==> src/rtl/alu_exec_unit_if.sv <==
// Execute-stage bus: decode controls and operands in, registered ALU results out.
interface alu_exec_unit_if #(
  parameter int WIDTH = 32
) ();
  logic [1:0]              alu_op;
  logic [5:0]              funct;
  logic                    ctrl_sel;
  logic [3:0]              ctrl_direct;
  logic signed [WIDTH-1:0] data_in0;
  logic signed [WIDTH-1:0] data_in1;
  logic                    branch;
  logic [WIDTH-1:0]        result;
  logic                    zero;
  logic                    overflow;
  logic [3:0]              operation;
  logic                    branch_taken;

  modport master (
    output alu_op, funct, ctrl_sel, ctrl_direct, data_in0, data_in1, branch,
    input  result, zero, overflow, operation, branch_taken
  );

  modport slave (
    input  alu_op, funct, ctrl_sel, ctrl_direct, data_in0, data_in1, branch,
    output result, zero, overflow, operation, branch_taken
  );
endinterface

==> src/rtl/alu_exec_unit.sv <==
// MIPS execute stage: ALU-control decode, 32-bit ALU with zero/overflow flags
// and the branch AND gate, all outputs registered (one cycle latency).
module alu_exec_unit #(
  parameter int WIDTH = 32
) (
  input logic            clk,
  input logic            rst,
  alu_exec_unit_if.slave bus
);
  localparam logic [3:0] OP_AND = 4'b0000;
  localparam logic [3:0] OP_OR  = 4'b0001;
  localparam logic [3:0] OP_ADD = 4'b0010;
  localparam logic [3:0] OP_SUB = 4'b0110;
  localparam logic [3:0] OP_SLT = 4'b0111;
  localparam logic [3:0] OP_NOR = 4'b1100;
  localparam logic [3:0] OP_BAD = 4'b1111;

  function automatic logic [3:0] decodeOp(input logic [1:0] aluOp, input logic [5:0] fn);
    logic [3:0] op;
    case (aluOp)
      2'b00:   op = OP_ADD;
      2'b01:   op = OP_SUB;
      2'b11:   op = OP_ADD;
      default: begin
        case (fn)
          6'b100000: op = OP_ADD;
          6'b100001: op = OP_ADD;
          6'b100010: op = OP_SUB;
          6'b100100: op = OP_AND;
          6'b100101: op = OP_OR;
          6'b100111: op = OP_NOR;
          6'b101010: op = OP_SLT;
          default:   op = OP_BAD;
        endcase
      end
    endcase
    return op;
  endfunction

  // Signed overflow of A + B': operands agree in sign but the sum does not.
  function automatic logic addOverflow(input logic aSign, input logic bSign, input logic rSign);
    return (aSign == bSign) && (rSign != aSign);
  endfunction

  logic [3:0]              opCode_p0;
  logic signed [WIDTH-1:0] bPrime_p0;
  logic signed [WIDTH-1:0] sum_p0;
  logic signed [WIDTH-1:0] aluRes_p0;
  logic                    ovf_p0;
  logic                    zero_p0;

  // Stage p0: decode and combinational ALU
  always_comb begin
    opCode_p0 = bus.ctrl_sel ? bus.ctrl_direct : decodeOp(bus.alu_op, bus.funct);
    bPrime_p0 = (opCode_p0 == OP_SUB) ? -bus.data_in1 : bus.data_in1;
    sum_p0    = bus.data_in0 + bPrime_p0;
    aluRes_p0 = '0;
    ovf_p0    = 1'b0;
    case (opCode_p0)
      OP_AND: aluRes_p0 = bus.data_in0 & bus.data_in1;
      OP_OR:  aluRes_p0 = bus.data_in0 | bus.data_in1;
      OP_NOR: aluRes_p0 = ~(bus.data_in0 | bus.data_in1);
      OP_SLT: aluRes_p0 = {{(WIDTH-1){1'b0}}, (bus.data_in0 < bus.data_in1)};
      OP_ADD, OP_SUB: begin
        aluRes_p0 = sum_p0;
        ovf_p0    = addOverflow(bus.data_in0[WIDTH-1], bPrime_p0[WIDTH-1], sum_p0[WIDTH-1]);
      end
      default: aluRes_p0 = '0;
    endcase
    zero_p0 = (aluRes_p0 == '0);
  end

  // Stage p1: output registers
  always_ff @(posedge clk) begin
    if (rst) begin
      bus.result       <= '0;
      bus.zero         <= 1'b0;
      bus.overflow     <= 1'b0;
      bus.operation    <= 4'b0000;
      bus.branch_taken <= 1'b0;
    end else begin
      bus.result       <= aluRes_p0;
      bus.zero         <= zero_p0;
      bus.overflow     <= ovf_p0;
      bus.operation    <= opCode_p0;
      bus.branch_taken <= bus.branch & zero_p0;
    end
  end
endmodule

==> src/flat_wrapper.sv <==
// flat-port wrapper written by rule: the top's interface ports become plain ports
module alu_exec_unit_flat 
#(
  parameter int WIDTH = 32
)
  (clk, rst, bus_alu_op, bus_funct, bus_ctrl_sel, bus_ctrl_direct, bus_data_in0, bus_data_in1, bus_branch, bus_result, bus_zero, bus_overflow, bus_operation, bus_branch_taken);
  alu_exec_unit_if #(.WIDTH(WIDTH)) bus_i ();
  input logic clk;
  input logic rst;
  input wire logic [$bits(bus_i.alu_op)-1:0] bus_alu_op;
  input wire logic [$bits(bus_i.funct)-1:0] bus_funct;
  input wire logic [$bits(bus_i.ctrl_sel)-1:0] bus_ctrl_sel;
  input wire logic [$bits(bus_i.ctrl_direct)-1:0] bus_ctrl_direct;
  input wire logic [$bits(bus_i.data_in0)-1:0] bus_data_in0;
  input wire logic [$bits(bus_i.data_in1)-1:0] bus_data_in1;
  input wire logic [$bits(bus_i.branch)-1:0] bus_branch;
  output wire logic [$bits(bus_i.result)-1:0] bus_result;
  output wire logic [$bits(bus_i.zero)-1:0] bus_zero;
  output wire logic [$bits(bus_i.overflow)-1:0] bus_overflow;
  output wire logic [$bits(bus_i.operation)-1:0] bus_operation;
  output wire logic [$bits(bus_i.branch_taken)-1:0] bus_branch_taken;
  assign bus_i.alu_op = bus_alu_op;
  assign bus_i.funct = bus_funct;
  assign bus_i.ctrl_sel = bus_ctrl_sel;
  assign bus_i.ctrl_direct = bus_ctrl_direct;
  assign bus_i.data_in0 = bus_data_in0;
  assign bus_i.data_in1 = bus_data_in1;
  assign bus_i.branch = bus_branch;
  assign bus_result = bus_i.result;
  assign bus_zero = bus_i.zero;
  assign bus_overflow = bus_i.overflow;
  assign bus_operation = bus_i.operation;
  assign bus_branch_taken = bus_i.branch_taken;
  alu_exec_unit #(.WIDTH(WIDTH)) u_core (.clk(clk), .rst(rst), .bus(bus_i));
endmodule
==> config.mk <==
export PLATFORM = sky130hd
export DESIGN_NAME = alu_exec_unit_flat
export DESIGN_NICKNAME = d
export VERILOG_FILES = /design/src/rtl/alu_exec_unit_if.sv /design/src/rtl/alu_exec_unit.sv /design/src/flat_wrapper.sv
export SDC_FILE = /design/constraint.sdc
export NUM_CORES = 1
export LEC_CHECK = 0
export CORE_UTILIZATION = 30
export DETAILED_ROUTE_END_ITERATION = 8
export PLACE_DENSITY = 0.6
export SLEW_MARGIN = 20
export SYNTH_ARGS = -nofsm -noshare
export SYNTH_HDL_FRONTEND = slang
export SYNTH_SLANG_ARGS = --single-unit
==> constraint.sdc <==
create_clock -name clk -period 6.5 [get_ports clk]
set_input_delay 1.3 -clock clk [delete_from_list [all_inputs] [get_ports clk]]
set_output_delay 1.3 -clock clk [all_outputs]
set_load 0.05 [all_outputs]
==> flow_metrics.tcl, run 1 <==
set metrics [dict create \
    period_needed_ns 5.972 \
    hold_class "input port to flop" \
    holdPathStages 3 \
    synth_edf_count 0 \
    p_sw_frac 0.4658 \
    whs_ns 1.674 \
    clk_root_buffer_cell "clkbuf_16" \
    track_usage 0.2110 \
    portBuffers 118 \
    syn2layout_area_growth_pct 28.39 \
    drv_cap 0 \
    combPwrFrac 0.640 \
    holdPathEnd "u_core.bus.branch_taken" \
    final_cell_mix "ha_1 (134), clkdlybuf4s50_1 (118), inv_1 (85), nor2_1 (80), a21oi_1 (63)" \
    cp.required_ns 6.69 \
    route.detailed.drc 0 \
    hpwl_um 19110 \
    grt_antenna_before_repair 0 \
    status "complete, no violations" \
    syn_avg_cell_area_um2 7.661 \
    ctsHoldBuffers 0 \
    diodes 0 \
    worst_pin_slew_ns 0.6930 \
    cts_buffers 5 \
    wl_um 23290 \
    dp.cells 1249 \
    yosysWarnings 0 \
    start_util 0.3066 \
    first_global_vias 6469 \
    drtIter0Drc 517 \
    grt_pass1_wl_um 36250 \
    ir_drop_uv 106.3 \
    fin_crit_sh 0.9187 \
    fmaxAchievable_ghz 0.1675 \
    wire_per_inst_um 18.52 \
    tns_ns 0 \
    leakage_nw 3.542 \
    firstDrtPassIters 6 \
    gr-usage-met2 0.3512 \
    critPathArrivalTime_ns 6.16 \
    min_from "bus_branch" \
    path_class "input port to flop" \
    grt_max_degree 33 \
    clock-sinks 39 \
    die_area_mm2 0.02214 \
    syn_area_mm2 0.006466 \
    layout.cells.most_common "ha_1" \
    instances_no_fill 1257 \
    post_synth_num_cell_types 78 \
    clkPwrFrac 0.171 \
    grt.overflow.total 0 \
    cts_resized 0 \
    synth_seq_cells 39 \
    syn-instance-count 844 \
    clk_pin_slew_worst_paths_ns 0.06 \
    cts_setup_buffers 0 \
    core-area_mm2 0.02109 \
    synthArstFlopShare 0 \
    cts_tree "yes" \
    rsz0062_at_grt "no" \
    p_switching_w 0.0006889 \
    final_nets 1196 \
    cts_buffer_depth 2 \
    vias 6732 \
    seq_area_frac_synth 0.1207 \
    io_pins 119 \
    fill_cells 2217 \
    ys.flop_type "dfxtp_1" \
    dp_slack_ns 0.2862 \
    placementRows 53 \
    drive_above_1_share 0.07841 \
    finalHoldViolCount 0 \
    internal_power_w 0.0007901 \
    share_seq_of_total_power 0.188 \
    timing.final.ws_setup_ns 0.5284 \
    cp-start-kind "input port" \
    maxSlewViolCount 0 \
    cp-end-kind "flop" \
    die_w_um 148.8 \
    fp.dieH_um 148.8 \
    use_met1 0.2922 \
    top_usage_layer "met2" \
    relSlewSlack 0.5344 \
    syn_nets 1059 \
    h-tree-depth 2 \
    setup_viol 0 \
    vias_per_cell 5.356 \
    grt.met3_usage 0.01621 \
    ant_nets 0 \
    critPathMaxFanout 21 \
    gp_congestion 0.9079 \
    pwr_density_cell_mw_per_mm2 178.1 \
]
worst max-delay path, stage by stage:
cell	delay, ns
clkdlybuf4s50_1	0.49
nor3b_1	0.33
nand2_1	0.09
o31a_1	0.26
nor4_2	0.28
buf_4	0.30
o31ai_1	0.13
xnor2_1	0.14
ha_1	0.36
a21oi_1	0.26
o21ai_0	0.19
a221oi_2	0.48
nand2_1	0.12
xor2_1	0.17
a2111oi_0	0.44
nand4_1	0.13
nor4_1	0.18
nand4_1	0.16
nor4_1	0.31
cell usage after synthesis (all sizes together), types with 15 or more instances:
| master | count | share of area |
|---|---|---|
| xnor2 | 44 | 0.060 |
| o21ai | 40 | 0.032 |
| o22ai | 20 | 0.019 |
| nor3 | 15 | 0.013 |
| ha | 134 | 0.26 |
| dfxtp | 39 | 0.12 |
| nand3 | 22 | 0.017 |
| a22oi | 26 | 0.033 |
| inv | 85 | 0.049 |
| nand2 | 46 | 0.027 |
| nor2 | 82 | 0.048 |
| a21oi | 63 | 0.049 |
| nor4 | 15 | 0.019 |
through the flow:
step                total power, W  instance area [um^2]    util
floorplan                0.0008696                  6466       -
global placement          0.001217                  8153  0.3866
detailed placement        0.001217                  8153  0.3866
CTS                       0.001476                  8302  0.3937
global route              0.001579                  8302  0.3937
finish                    0.001479                  8302  0.3937
worst max-delay path by stage:
stage,startpoint,end,depth (start not counted)
after CTS,bus_funct[5],u_core.bus.zero,19
after global routing,bus_funct[3],u_core.bus.zero,19
after floorplan,bus_funct[3],u_core.bus.branch_taken,20
after global placement,bus_funct[5],u_core.bus.branch_taken,21
after detailed placement,bus_funct[5],u_core.bus.zero,19
final,bus_funct[5],u_core.bus.zero,19
flip-flops by register name, indices dropped and copies added (netlist names):
name	flops
u_core.bus.result	32
u_core.bus.operation	4
u_core.bus.branch_taken	1
u_core.bus.overflow	1
u_core.bus.zero	1
cell type report:
cell class,instances,area (um^2),area share
Timing Repair Buffer,158,1481,0.1784
Clock buffer,5,125.1,0.01507
Tap cell,275,344.1,0.04145
Multi-Input combinational cell,692,5228,0.6297
Clock inverter,3,23.77,0.002864
Sequential cell,39,780.7,0.09405
Inverter,85,319.1,0.03843
power groups by stage:
stage                     logic (W)  registers (W)  clock network, W
final                      0.000947       0.000278          0.000254
after global routing        0.00103       0.000281          0.000271
after CTS                  0.000938       0.000279          0.000259
after detailed placement   0.000933       0.000284                 0
after global placement     0.000933       0.000284                 0
after floorplan            0.000479       0.000391                 0
cell families after synthesis:
logic type               after synthesis  synth area share
buffers and inverters                113           0.07314
adder cells (fa/ha/maj)              135            0.2624
multiplexers                           2          0.003096
AO/OA/AOI/OAI                        256            0.2725
flip-flops                            39            0.1207
XOR/XNOR                              55           0.07450
AND/OR/NAND/NOR                      244            0.1937
per-layer routing:
metal	part of all wire	wire length (um)
met1	0.45	10580
met2	0.46	10640
met3	0.070	1631
met4	0.019	433
met5	0	0
Note: power is estimated with default switching activity, not from simulation.
==> run 2, diff against run 1 <==
--- a/config.mk
+++ b/config.mk
@@ -7,7 +7,7 @@
 export LEC_CHECK = 0
 export CORE_UTILIZATION = 30
 export DETAILED_ROUTE_END_ITERATION = 8
-export PLACE_DENSITY = 0.6
+export PLACE_DENSITY_LB_ADDON = 0.25
 export SLEW_MARGIN = 20
 export SYNTH_ARGS = -nofsm -noshare
 export SYNTH_HDL_FRONTEND = slang
==> run 2 against run 1 <==
Critical path depth is 1 higher. Highest routed layer unchanged. Total power is 0.13% lower. Sequential power hardly changed. Critical endpoint unchanged.
==> flow_metrics.tcl, run 2 (synthesis results as in run 1) <==
set metrics [dict create \
    portBuffers 118 \
    pwr_density_cell_mw_per_mm2 176.6 \
    cp-end-kind "flop" \
    final_cell_mix "ha_1 (134), clkdlybuf4s50_1 (118), inv_1 (85), nor2_1 (80), a21oi_1 (63)" \
    cp-start-kind "input port" \
    status "complete, no violations" \
    slowest_delay_ns 0.50 \
    timing.final.ws_setup_ns 0.4500 \
    largest_register_ffs 32 \
    placementRows 53 \
    start_util 0.3066 \
    whs_ns 1.649 \
    hpwl_um 19860 \
    cts_buffers 5 \
    reg_top3 "u_core.bus.result: 32 flops, u_core.bus.operation: 4 flops" \
    die_area_mm2 0.02214 \
    fp.dieH_um 148.8 \
    critPathLaunch "bus_funct[0]" \
    worst_pin_slew_ns 0.7573 \
    clock-sinks 39 \
    fin_crit_sh 0.9308 \
    tns_ns 0 \
    final_nets 1203 \
    maxSlewViolCount 0 \
    drive_above_1_share 0.08696 \
    rsz0062_at_grt "no" \
    cts_buffer_depth 2 \
    grt_antenna_before_repair 0 \
    layout.cells.most_common "ha_1" \
    die_w_um 148.8 \
    cp.buffers_inverters 2 \
    clk_root_buffer_cell "clkbuf_16" \
    firstDrtPassIters 5 \
    h-tree-depth 2 \
    gp_congestion 0.9632 \
    crit_top_cell "nand2_1" \
    drtIter0Drc 410 \
    track_usage 0.2184 \
    path_class "input port to flop" \
    relSlewSlack 0.4905 \
    drv_cap 0 \
    critPathMaxFanout 6 \
    clk_pin_slew_worst_paths_ns 0.06 \
    hold_class "input port to flop" \
    dp.cells 1256 \
    ant_nets 0 \
    finalHoldViolCount 0 \
    instances_no_fill 1264 \
    top_register "u_core.bus.result" \
    route.detailed.drc 0 \
    fmaxAchievable_ghz 0.1653 \
    period_needed_ns 6.050 \
    grt.overflow.total 0 \
    critPathArrivalTime_ns 6.24 \
    crit_family "compound AO/OA/AOI/OAI gates" \
    cts_tree "yes" \
    wire_per_inst_um 18.79 \
    dp_slack_ns 0.04238 \
    power_w 0.001477 \
    cp.required_ns 6.69 \
    vias_per_cell 5.354 \
    io_pins 119 \
    leakage_nw 3.579 \
    vias 6767 \
    diodes 0 \
    setup_viol 0 \
    cp_cell_sequence "clkdlybuf4s50_1 > and2b_1 > nand2_1 > o31a_1 > nor3_1 > buf_4 > nand2_1 > a31oi_2 > xnor2_1 > ha_1 > a21oi_1 > o21ai_0 > a221oi_2 > nand2_1 > xor2_1 > a2111oi_0 > nand4_1 > nor4_1 > nand4_1 > nor4_1" \
    first_global_vias 6733 \
    grt_pass1_wl_um 37070 \
    ctsHoldBuffers 0 \
    core-area_mm2 0.02109 \
    syn2layout_area_growth_pct 29.37 \
    min_from "bus_branch" \
    ir_drop_uv 90.47 \
    crit_path_top_delay_cell "clkdlybuf4s50_1" \
    grt_max_degree 33 \
    wl_um 23750 \
]
[run 2: changes by cell type in the layout (fill, tap and decap cells not counted)]
cell / delta
buf_4: +7
a31oi_1: -1
a31oi_2: +1
nor3b_1: -1
nor3b_2: +1
[run 2: path summary, 6_finish.rpt]
check / endpoint / slack [ns] / depth (start not counted)
worst min-delay path: u_core.bus.branch_taken / 1.65 / 3
worst max-delay path: u_core.bus.zero / 0.45 / 20
[run 2: stage by stage]
stage          cell area (um^2)    util
4_1_cts                    8354  0.3962
5_1_grt                    8366  0.3967
6_report                   8366  0.3967
2_1_floorplan              6466       -
3_5_place_dp               8205  0.3891
3_3_place_gp               8205  0.3891
[run 2: repair_timing]
action / 4_1_cts / 5_1_grt
setup endpoints to repair: 0 / 2
setup buffers: 0 / 0
gates resized for setup: 0 / 2
[run 2: worst min-delay path, cell delays in order]
cell	delay, ns
clkdlybuf4s50_1	0.44
o2111ai_1	0.11
nor4_1	0.05
[run 2: final cells by class]
| type | instances | area, um^2 |
|---|---|---|
| Fill cell | 2216 | 12720 |
| Clock buffer | 5 | 125.1 |
| Clock inverter | 3 | 23.77 |
| Timing Repair Buffer | 165 | 1534 |
| Tap cell | 275 | 344.1 |
| Inverter | 85 | 319.1 |
| Multi-Input combinational cell | 692 | 5239 |
| Sequential cell | 39 | 780.7 |
[run 2: power by group]
part | internal [W] | switching (W)
sequential | 0.000270 | 0.00000750
clock | 0.000143 | 0.000105
combinational | 0.000378 | 0.000573
[run 2: metal layers]
metal,share of wire,global-route usage,vias to the layer above
li1,-,-,3346
met1,0.43,0.2707,3137
met2,0.47,0.3771,241
met3,0.060,0.03180,43
met4,0.036,0.08929,0
met5,0,0,-
==> patch 1, RTL diff (flow settings as in run 2) <==
`WIDTH` is set to 32 in 3 places; all go to 16.
--- a/src/rtl/alu_exec_unit_if.sv
+++ b/src/rtl/alu_exec_unit_if.sv
@@ -2,3 +2,3 @@
 interface alu_exec_unit_if #(
-  parameter int WIDTH = 32
+  parameter int WIDTH = 16
 ) ();
--- a/src/rtl/alu_exec_unit.sv
+++ b/src/rtl/alu_exec_unit.sv
@@ -3,3 +3,3 @@
 module alu_exec_unit #(
-  parameter int WIDTH = 32
+  parameter int WIDTH = 16
 ) (
--- a/src/flat_wrapper.sv
+++ b/src/flat_wrapper.sv
@@ -3,3 +3,3 @@
 #(
-  parameter int WIDTH = 32
+  parameter int WIDTH = 16
 )
Ports: changed (resized bus_data_in0, bus_data_in1 and bus_result); port bits go from 119 to 71. No check against the original RTL was run, so the function may have changed too.
==> patch 1 against run 2 <==
- core utilization about the same
- via count decreased by 51%
- worst hold slack improved by 0.18 ns
- synthesized area decreased by 49%
- maximum frequency increased by 5.8%
- final area decreased by 50%
- sequential cell count decreased by 16
- routed wire length decreased by 59%
- setup slack improved by 0.33 ns
- clock power decreased by 68%
- total power decreased by 57%
- critical path type unchanged
- largest cell class unchanged
- highest routed layer unchanged
==> patch 1: results (changes against run 2) <==
Synth
  – Cell count after synthesis: 421 (-50%)
  – Synth area leaders: ha_1, dfxtp_1, xnor2_1
  – Synth top cells by count: ha_1, inv_1, nor2_1, a21oi_1, o21ai_0
  – Synth cell types: 65 (-17%)
  – Seq/Total Area, Yosys: 0.139 (+0.0186)
  – Post-synth ARST share: 0 (unchanged)
  – Mapped Nets: 536 (-49%)
  – YS warnings: 0 (unchanged)

Critical path
  – Critical-path maximum fanout: 14 (+8)
  – Required time of the worst setup path: 6.70 ns (about the same)
  – Crit path from: bus_ctrl_sel

CTS
  – Clk root buf: clkbuf_8
  – Number of CTS-inserted buffers: 3 (-2)
  – CTS H-tree lvls: 1 (-1)
  – Post-CTS Hold Buffers: 0 (unchanged)
  – PostCTS Resize Cnt: 0 (unchanged)

Pwr
  – P_leak: 1.79 nW (-50%)
  – P_int: 0.363 mW (-54%)
  – Peak VDD IR: 111 uV (+22%)

Placed design
  – Final weighted congestion in routability-driven placement: 0.895 (-7.1%)
  – Number of I/O port buffers: 70 (-41%)
  – Final HPWL DP: 8170 um (-59%)
  – Placed Instance Area: 4120 um^2 (-50%)

Finish
  – # nets final: 601 (-50%)
  – Final Non-Filler Cells: 621 (-51%)
  – Top flop regs: u_core.bus.result: 16 flops, u_core.bus.operation: 4 flops
  – Share of cells above drive strength 1: 0.0309 (-0.0560)
  – Fillcell total: 1,102 (-50%)

Global route
  – Largest net degree at the start of global routing: 23 (-30%)
  – First-pass GRT wire length: 15,500 um (-58%)
  – Vias in the first global route: 3,134 (-53%)
  – Total GRT Usage: 0.168 (-0.0508)

Status
  – Status: complete, no violations

Detailed routing
  – DR iter-0 viols: 215 (-48%)
  – DRT antenna net count: 0 (unchanged)
  – Via count: 3,312 (-51%)
  – WL per Instance: 15.5 um (-17%)
  – Detailed Routing Iterations Pass 1: 8 (+3)

Timing
  – Least-Margin Pin Slew: 0.719 ns (-0.0380 ns)

Hold path
  – HP Start: bus_data_in0[15]
==> patch 1: kinds of logic (layout without fill, tap and decap cells) <==
| logic type | count (synthesis) | count (layout) | synth area share |
|---|---|---|---|
| and+or+nand+nor | 125 | 125 | 0.204 |
| AOI/OAI and AO/OA | 122 | 122 | 0.246 |
| adders and majority gates | 68 | 68 | 0.259 |
| buffers and inverters | 54 | 118 | 0.0700 |
| xor gates and xnor gates | 28 | 28 | 0.0784 |
| DFF | 23 | 23 | 0.139 |
| muxes | 1 | 1 | 0.00303 |
==> patch 1: worst max-delay path, cell delays in order <==
cell	delay, ns
clkdlybuf4s50_1	0.60
or3b_1	0.55
o211a_1	0.38
nor2_1	0.16
buf_4	0.21
o31ai_1	0.11
xnor2_1	0.14
ha_1	0.35
a2111oi_0	0.63
o2111ai_1	0.22
o2111ai_1	0.20
o211ai_1	0.12
o21ai_0	0.17
xnor2_1	0.16
a2bb2oi_1	0.26
and4b_1	0.21
and3_1	0.14
==> patch 1: per-layer routing <==
layer / vias to the layer above / GRT usage / routed length (um)
li1: 1645 / - / -
met1: 1542 / 0.235 / 4650
met2: 111 / 0.285 / 4400
met3: 14 / 0.00729 / 473
met4: 0 / 0.0333 / 119
met5: - / 0 / 0
==> patch 1: worst paths after layout <==
| kind | end | slack, ns | depth (start not counted) |
|---|---|---|---|
| max | u_core.bus.branch_taken$_SDFF_PP0_ | 0.78 | 17 |
| min | u_core.bus.overflow$_SDFF_PP0_ | 1.83 | 3 |
==> patch 1: power groups by stage <==
stage,Sequential [mW],Clock (mW),Combinational [mW]
after floorplan,0.213,0,0.214
after global placement,0.162,0,0.388
after detailed placement,0.162,0,0.391
after CTS,0.159,0.0838,0.393
after global routing,0.160,0.0889,0.429
final,0.159,0.0804,0.395
==> patch 1: area by class of cell <==
class / instances / share of cell area
multi-input combinational: 344 / 0.627
sequential: 23 / 0.110
clock buffer: 4 / 0.0108
inverter: 40 / 0.0360
timing repair buffer: 74 / 0.175
tap: 136 / 0.0408
==> patch 1: through the flow <==
step,worst slack (ns),util,power (mW)
floorplan,1.49,-,0.427
global placement,0.752,0.392,0.550
detailed placement,0.629,0.392,0.553
CTS,0.863,0.397,0.636
global route,0.470,0.397,0.678
finish,0.781,0.397,0.634
==> patch 2, RTL diff (config.mk and constraints of run 2) <==
Made on the original files. Make the reset (`rst`) asynchronous in one clocked block.
--- a/src/rtl/alu_exec_unit.sv
+++ b/src/rtl/alu_exec_unit.sv
@@ -73,3 +73,3 @@
   // Stage p1: output registers
-  always_ff @(posedge clk) begin
+  always_ff @(posedge clk or posedge rst) begin
     if (rst) begin
Check against the original RTL: differs if rst is asserted again (counterexample within 4 cycles, from zero or initial values and one cycle with rst high); with rst held inactive, the same outputs for 10 cycles.
==> patch 2 against run 2 <==
- routed wire length shrank 3.8%
- setup slack lost 0.099 ns
- final area grew 1.6%
- sequential cell count is the same
- worst hold slack lost 0.20 ns
- sequential power grew 13%
- synthesized area grew 2.1%
- total power grew 11%
- critical endpoint is now u_core.bus.branch_taken$_DFF_PP0_
==> patch 2: results (changes against run 2) <==
Global route
  – Total GRT Usage: 0.204 (-0.0147)
  – First-pass GRT wire length: 35,500 um (-4.2%)
  – Vias in the first global route: 6,503 (-3.4%)
  – Initial antenna violation count: 1 (+1)

Finish
  – Fillcell total: 2,211 (-0.23%)
  – Final Non-Filler Cells: 1,242 (-1.7%)

Critical path
  – Critical path's slowest cell: or4b_2
  – Worst path top cell family by delay: simple AND/OR/NAND/NOR gates
  – Critical-path maximum fanout: 13 (+7)

Timing
  – Final hold slack: 1.45 ns (-0.201 ns)
  – Least-Margin Pin Slew: 1.06 ns (+0.304 ns)
  – Minimum clock period: 6.15 ns (+0.0993 ns)

Placed design
  – Dpl ws: -0.00280 ns (-0.0452 ns)
  – Placed Instance Area: 8320 um^2 (+1.4%)
  – Final weighted congestion in routability-driven placement: 0.917 (-4.8%)
  – Final HPWL DP: 18,700 um (-6.0%)

Pwr
  – Peak VDD IR: 102 uV (+13%)
  – Power density cells: 192 nW/um^2 (+9.0%)

Hold path
  – HP Class: primary input to async pin

Synth
  – Synth cell types: 81 (+3.8%)
  – Top_reg_cell synth: dfrtp_1
  – Seq/Total Area, Yosys: 0.148 (+0.0270)
  – Synth area leaders: ha_1, dfrtp_1, xnor2_1
  – Post-synth ARST share: 1.00 (+1.00)

Status
  – Status: complete, no violations

Detailed routing
  – DR iter-0 viols: 476 (+16%)
## patch 2: repair_timing
action	CTS	global route
endpoints found under the setup margin	0	2
gates resized for setup	0	2
setup buffers	0	0
## patch 2: final timing paths
| kind | end | depth (start not counted) |
|---|---|---|
| setup / recovery | u_core.bus.branch_taken$_DFF_PP0_ | 19 |
| hold / removal | u_core.bus.result[18]$_DFF_PP0_ | 3 |
| max in group asynchronous | u_core.bus.result[5]$_DFF_PP0_ | 3 |
| min in group clk | u_core.bus.branch_taken$_DFF_PP0_ | 3 |
## patch 2: routing by layer
layer | share of wire | up-vias | global-route usage
met5 | 0 | - | 0
met3 | 0.058 | 29 | 0.0245
met2 | 0.46 | 221 | 0.340
met1 | 0.46 | 3121 | 0.277
li1 | - | 3290 | -
met4 | 0.019 | 0 | 0.0490
## patch 2: cells by family (layout without fill, tap and decap cells)
family / Yosys count / after routing / synth area share
xor+xnor: 50 / 50 / 0.0663
other cells: 0 / 1 / 0
buf+inv: 119 / 259 / 0.0714
flops: 39 / 39 / 0.148
mux: 5 / 5 / 0.00758
compound gates: 251 / 251 / 0.265
simple gates: 227 / 227 / 0.185
fa+ha+maj: 135 / 135 / 0.257
## patch 2: layout make-up
cell class	count	share of cell area
Timing Repair Buffer	161	0.177
Inverter	90	0.0397
Clock buffer	5	0.0147
Sequential cell	39	0.115
Multi-Input combinational cell	668	0.608
Clock inverter	3	0.00515
Tap cell	275	0.0405
Antenna cell	1	0.000294
## patch 2: report_power, final
part           total, mW  switching [mW]  internal, mW  leakage [nW]
Clock              0.288           0.107         0.181        0.0838
Sequential         0.312          0.0189         0.293         0.491
Combinational       1.04           0.638         0.397          3.23
Total               1.64           0.764         0.871          3.81
